[src/rtl/issue_scheduler.sv]
// rtl/issue_scheduler.sv - single-issue scheduler with hazard stalls and writeback-port scheduling (option macro: ISSUE_SCHED_BYPASS_EN)
module issue_scheduler #(
    parameter int SFU_LATENCY = 4,
    parameter int LD_LATENCY  = 2
) (
    input  logic       clk,
    input  logic       reset,
    input  logic       in_valid,
    output logic       in_ready,
    input  logic [4:0] rA,
    input  logic [4:0] rB,
    input  logic [4:0] rD,
    input  logic       alu,
    input  logic       sfu,
    input  logic       ld,
    input  logic       sd,
    input  logic       bez,
    input  logic       bnez,
    input  logic       nop,
    input  logic       br_done,
    output logic       issue_alu,
    output logic       issue_sfu,
    output logic       issue_ld,
    output logic       issue_sd,
    output logic       issue_br,
    output logic [4:0] issue_rd,
    output logic       wb_en,
    output logic [4:0] wb_rd,
    output logic [1:0] wb_src
);
    // slot k holds the writeback k cycles from now; the top slot stays empty so the
    // collision probe for the longest latency always reads a free slot
    localparam int DEPTH = SFU_LATENCY + 2;

    typedef enum logic {RUN, BR_WAIT} state_t;
    state_t state, state_next;

    logic [31:0] busy, busy_next, ready_regs;
    logic        res_v   [DEPTH];
    logic [4:0]  res_rd  [DEPTH];
    logic [1:0]  res_src [DEPTH];
    logic [3:0]  sfu_cnt, ld_cnt;
    logic        c_nop, c_alu, c_sfu, c_ld, c_sd, c_br;
    logic        writes, use_rb, rd_is_src, slot_taken, hazard, accept;
    logic [3:0]  wb_lat;
    logic [1:0]  src_code;

    // class decode: an explicit nop or no class bit at all is a nop; otherwise first set bit wins
    always_comb begin
        c_nop     = nop | ~(alu | sfu | ld | sd | bez | bnez);
        c_alu     = ~c_nop & alu;
        c_sfu     = ~c_nop & ~alu & sfu;
        c_ld      = ~c_nop & ~alu & ~sfu & ld;
        c_sd      = ~c_nop & ~alu & ~sfu & ~ld & sd;
        c_br      = ~c_nop & ~alu & ~sfu & ~ld & ~sd;
        writes    = c_alu | c_sfu | c_ld;
        use_rb    = c_alu | c_sfu;
        rd_is_src = c_sd | c_br;
        wb_lat    = c_sfu ? 4'(SFU_LATENCY) : (c_ld ? 4'(LD_LATENCY) : 4'd1);
        src_code  = c_sfu ? 2'b01 : (c_ld ? 2'b10 : 2'b00);
    end

    // hazard detection; unit counters hold the cycles left until the unit can take a new
    // op on the cycle after acceptance, so a value of 1 means free for the next issue
    always_comb begin
        ready_regs = ~busy;
`ifdef ISSUE_SCHED_BYPASS_EN
        if (res_v[0]) ready_regs[res_rd[0]] = 1'b1;
`endif
        slot_taken = 1'b0;
        for (int k = 0; k < DEPTH; k++)
            if (res_v[k] && k == int'(wb_lat) + 1) slot_taken = 1'b1;
        hazard = (~c_nop & ~ready_regs[rA])
               | (use_rb & ~ready_regs[rB])
               | (rd_is_src & ~ready_regs[rD])
               | (writes & busy[rD])
               | (writes & slot_taken)
               | (c_sfu & (sfu_cnt > 4'd1))
               | ((c_ld | c_sd) & (ld_cnt > 4'd1));
    end

    // state register
    always_ff @(posedge clk) begin
        if (!reset) state <= RUN;
        else        state <= state_next;
    end

    // next state and acceptance
    always_comb begin
        state_next = state;
        in_ready   = 1'b0;
        case (state)
            RUN: begin
                in_ready = reset & ~hazard;
                if (in_valid && in_ready && c_br) state_next = BR_WAIT;
            end
            BR_WAIT: if (br_done) state_next = RUN;
            default: state_next = RUN;
        endcase
    end

    assign accept = in_valid & in_ready;

    // scoreboard update: release at end of wb cycle, claim at acceptance; register 0 never busy
    always_comb begin
        busy_next = busy;
        if (res_v[0]) busy_next[res_rd[0]] = 1'b0;
        if (accept && writes && rD != 5'd0) busy_next[rD] = 1'b1;
        busy_next[0] = 1'b0;
    end

    // issue strobes, unit occupancy and writeback reservation shift register
    always_ff @(posedge clk) begin
        if (!reset) begin
            busy      <= '0;
            sfu_cnt   <= 4'd0;
            ld_cnt    <= 4'd0;
            issue_alu <= 1'b0;
            issue_sfu <= 1'b0;
            issue_ld  <= 1'b0;
            issue_sd  <= 1'b0;
            issue_br  <= 1'b0;
            issue_rd  <= 5'd0;
            for (int k = 0; k < DEPTH; k++) begin
                res_v[k]   <= 1'b0;
                res_rd[k]  <= 5'd0;
                res_src[k] <= 2'b00;
            end
        end else begin
            busy      <= busy_next;
            issue_alu <= accept & c_alu;
            issue_sfu <= accept & c_sfu;
            issue_ld  <= accept & c_ld;
            issue_sd  <= accept & c_sd;
            issue_br  <= accept & c_br;
            issue_rd  <= (accept && !c_nop) ? rD : 5'd0;
            if (accept && c_sfu)    sfu_cnt <= 4'(SFU_LATENCY);
            else if (sfu_cnt != 0)  sfu_cnt <= sfu_cnt - 4'd1;
            if (accept && c_ld)     ld_cnt  <= 4'(LD_LATENCY);
            else if (ld_cnt != 0)   ld_cnt  <= ld_cnt - 4'd1;
            for (int k = 0; k < DEPTH - 1; k++) begin
                res_v[k]   <= res_v[k+1];
                res_rd[k]  <= res_rd[k+1];
                res_src[k] <= res_src[k+1];
            end
            res_v[DEPTH-1]   <= 1'b0;
            res_rd[DEPTH-1]  <= 5'd0;
            res_src[DEPTH-1] <= 2'b00;
            if (accept && writes) begin
                for (int k = 0; k < DEPTH; k++) begin
                    if (k == int'(wb_lat)) begin
                        res_v[k]   <= 1'b1;
                        res_rd[k]  <= rD;
                        res_src[k] <= src_code;
                    end
                end
            end
        end
    end

    assign wb_en  = res_v[0];
    assign wb_rd  = res_rd[0];
    assign wb_src = res_src[0];

endmodule

[config.mk]
export PLATFORM = sky130hd
export DESIGN_NAME = issue_scheduler
export DESIGN_NICKNAME = d
export VERILOG_FILES = /design/src/rtl/issue_scheduler.sv
export SDC_FILE = /design/constraint.sdc
export NUM_CORES = 1
export LEC_CHECK = 0
export CORE_ASPECT_RATIO = 1.1
export CORE_MARGIN = 8
export CORE_UTILIZATION = 40
export DETAILED_ROUTE_END_ITERATION = 16
export PLACE_DENSITY_LB_ADDON = 0.2
export SKIP_CTS_REPAIR_TIMING = 1
export SYNTH_ARGS = -nofsm -noshare
export SYNTH_HDL_FRONTEND = slang
export SYNTH_SLANG_ARGS = --single-unit
export TNS_END_PERCENT = 100
[constraint.sdc]
create_clock -name clk -period 2.9 [get_ports clk]
set_clock_uncertainty 0.1 [all_clocks]
set_input_delay 0.29 -clock clk [delete_from_list [all_inputs] [get_ports clk]]
set_output_delay 0.29 -clock clk [all_outputs]
set_load 0.05 [all_outputs]
==> results_dict.tcl <==
set metrics [dict create \
    final_core_util_pct 53.9 \
    yosysUniqueCellTypes 61 \
    timing.rr.end "res_rd[1][2]" \
    cts_tree "built" \
    worstPathMaxFanout 11 \
    static-leakage-power_nw 2.40 \
    worst_setup_path_end_kind "output port" \
    cts.clk_slew.worst_paths_ns 0.06 \
    ys_warn_count 0 \
    wl_um 12300 \
    crit_path_kind "input pin to output port" \
    finalWorstSetupSlack_ns -0.0689 \
    timing.final.crit_share_pct 102 \
    cts-htree-levels 3 \
    post_route_cells_drive_above_1_share_pct 17.7 \
    start_util_pct 41.0 \
    place.detailed.hpwl_um 9420 \
    wire_per_inst_um 17.4 \
    min_delay_startpoint "rD[0]" \
    ant_nets 0 \
    area_growth_pct 31.5 \
    clkPwrFrac_pct 39.1 \
    share_comb_of_total_power_pct 14.0 \
    netlist_area_um2 4690 \
    top_ff_cell_synth "dfxtp_1" \
    async_flop_share_pct 0 \
    global_route_wire_length_before_repair_um 19400 \
    power.internal_mw 2.46 \
    drtIter0Drc 255 \
    post_synthesis_area_per_instance_um2 11.0 \
    finalSetupViolCount 1 \
    hold-path-endpoint "issue_rd[0]" \
    clock_sink_count 98 \
    via_to_cell_ratio 5.34 \
    max_slew_margin_pct 55.4 \
    crit_family "buffers and inverters" \
    ff2ff_path_depth 8 \
    synth_edf_count 35 \
    number_of_buffers_created_by_cts 9 \
    crit_path_start_kind "input pin" \
    layout_commonest_cell "dfxtp_1" \
    fp.coreArea_um2 11400 \
    worstHoldPathType "input pin to flop" \
    timing.max_cap.violations 0 \
    drt_pass1_iterations 4 \
    switching_share_pct 24.6 \
    seq_power_share_pct 46.9 \
    cts_root_buffer "clkbuf_16" \
    rsz0062_at_grt "yes" \
    antenna_cells 0 \
    buffer_ports.inserted 44 \
    synth.top_cells.by_area "dfxtp_1, edfxtp_1, mux4_2" \
    power.ir.vdd_worst_uv 346 \
    final_max_slew_viol_count 0 \
    period_minus_slack_ns 2.97 \
    outcome "finished, violations left" \
    violations "negative setup slack" \
    route.vias.total 3792 \
    cp_data_arrival_time_ns 2.58 \
    postSynthRegisterBits 98 \
    timing.critical_path.required_ns 2.51 \
    antenna_found_initial 0 \
    power-per-cell-area_nw_per_um2 529 \
    die_height_um 130 \
    floorplan.die_area_um2 15500 \
    layout_common_cells "dfxtp_1, buf_4, conb_1" \
    vias_in_the_first_global_route 3822 \
    fmax_ghz 0.337 \
    fin_total_pwr_mw 3.26 \
    r2r_start "busy[23]" \
    finalSetupTns_ns -0.0689 \
    regToRegSetupSlack_ns 0.23 \
    p_switching_mw 0.802 \
    die_width_um 119 \
    post_place_setup_slack_ns -0.446 \
    grt_start_max_net_pins 73 \
    layoutNonFillerInstCount 710 \
    cpMaxStageDelayCell "clkdlybuf4s50_1" \
    layout.nets 583 \
    cp_cell_sequence "clkdlybuf4s50_1 -> buf_12 -> mux4_2 -> nor2b_1 -> a22oi_1 -> nand4_1 -> buf_4 -> a211oi_4 -> buf_4 -> buf_12" \
    min_path_cells 3 \
    gp_congestion 0.893 \
    drcViolationCount 0 \
    timing_hold_violations_final 0 \
    gr-usage-all-layers_pct 16.0 \
    synthCells 427 \
    ios 45 \
    max_slew.worst_pin.slew_ns 0.669 \
    netlist.top_cell.by_area "dfxtp_1" \
    clockBufferDepth 2 \
    critPathMaxStageDelay_ns 0.50 \
    rows 41 \
    overflow 0 \
    clkLatencyLatePin_ns 0.34 \
    register_area_share_after_synthesis_pct 49.3 \
    yosysTopAreaCellShare_pct 26.9 \
    place.detailed.instances 694 \
    crit_buf_inv 5 \
]
==> power groups by stage <==
stage               sequential (mW)  combinational (mW)  clock [mW]
floorplan                      1.58               0.257           0
detailed placement             1.56               0.453           0
global route                   1.54               0.501        1.35
global placement               1.56               0.445           0
CTS                            1.53               0.456        1.30
finish                         1.53               0.457        1.27
==> worst register-to-register path: stages (launching register included) <==
cell,delay (ns)
dfxtp_1,0.36
mux4_2,0.48
a41oi_1,0.27
nor3b_2,0.25
nand4_2,0.18
a211oi_4,0.28
and3_1,0.24
buf_12,0.15
mux2i_1,0.21
==> layout make-up <==
class / count / area, um2
Clock buffer: 10 / 229
Clock inverter: 6 / 88.8
Fill cell: 1022 / 5270
Inverter: 12 / 45.0
Multi-Input combinational cell: 336 / 2400
Sequential cell: 98 / 2310
Tap cell: 150 / 188
Timing Repair Buffer: 98 / 906
==> registers in the layout, summed over array words and instances (netlist names) <==
| name | cells |
|---|---|
| busy | 31 |
| issue_alu | 1 |
| issue_br | 1 |
| issue_ld | 1 |
| issue_rd | 5 |
| issue_sd | 1 |
| issue_sfu | 1 |
| ld_cnt | 4 |
| res_rd | 30 |
| res_src | 12 |
| res_v | 6 |
| sfu_cnt | 4 |
| state | 1 |
==> cell usage after synthesis (3+ instances only) <==
cell type and count:
nand3_1 14, mux2i_1 28, a31oi_1 3, nand2b_1 4, a221oi_1 3, nor2_1 19
buf_2 4, or3_1 3, or3b_2 3, o21ai_0 38, and3_1 4, o211ai_1 32
buf_6 3, nor3b_1 5, and2_1 23, inv_1 12, a21oi_1 3, edfxtp_1 35
mux4_2 14, nor3_1 6, nor2b_1 10, nand4_1 5, nand2_1 24, nand3b_1 8
clkbuf_1 14, a22oi_1 3, dfxtp_1 63
==> kinds of logic (layout without fill, tap and decap cells) <==
| family | after synthesis | count (layout) | share of synthesized area, % |
|---|---|---|---|
| buffers and inverters | 34 | 126 | 3.39 |
| other | 2 | 43 | 0.160 |
| adders and majority gates | 2 | 2 | 0.533 |
| and+or+nand+nor | 141 | 141 | 17.5 |
| DFF | 98 | 98 | 49.3 |
| muxes | 46 | 46 | 13.7 |
| xor gates and xnor gates | 1 | 1 | 0.187 |
| AOI/OAI and AO/OA | 103 | 103 | 15.2 |
==> worst max path at each step <==
stage / to / from / cells after the start / slack [ns]
final: in_ready / rB[1] / 10 / -0.07
after global routing: in_ready / rB[1] / 10 / -0.15
after CTS: in_ready / rD[0] / 8 / -0.25
after detailed placement: res_rd[4][2] / rD[0] / 9 / -0.45
after global placement: res_rd[2][4] / rA[1] / 11 / -0.35
after floorplan: res_rd[1][3] / rD[1] / 9 / -0.02
==> metrics by stage <==
stage | cell area [um2] | hold slack [ns]
after floorplan | 4870 | 0.291
final | 6170 | 0.334
after CTS | 6150 | 0.338
after global placement | 5830 | 0.313
after global routing | 6170 | 0.357
after detailed placement | 5830 | 0.324
==> per-layer routing <==
metal	wire [um]	track usage (%)
met1	5240	19.0
met4	405	9.31
met5	0	0
met2	5810	26.4
met3	872	3.61
(Power assumes the default switching activity.)
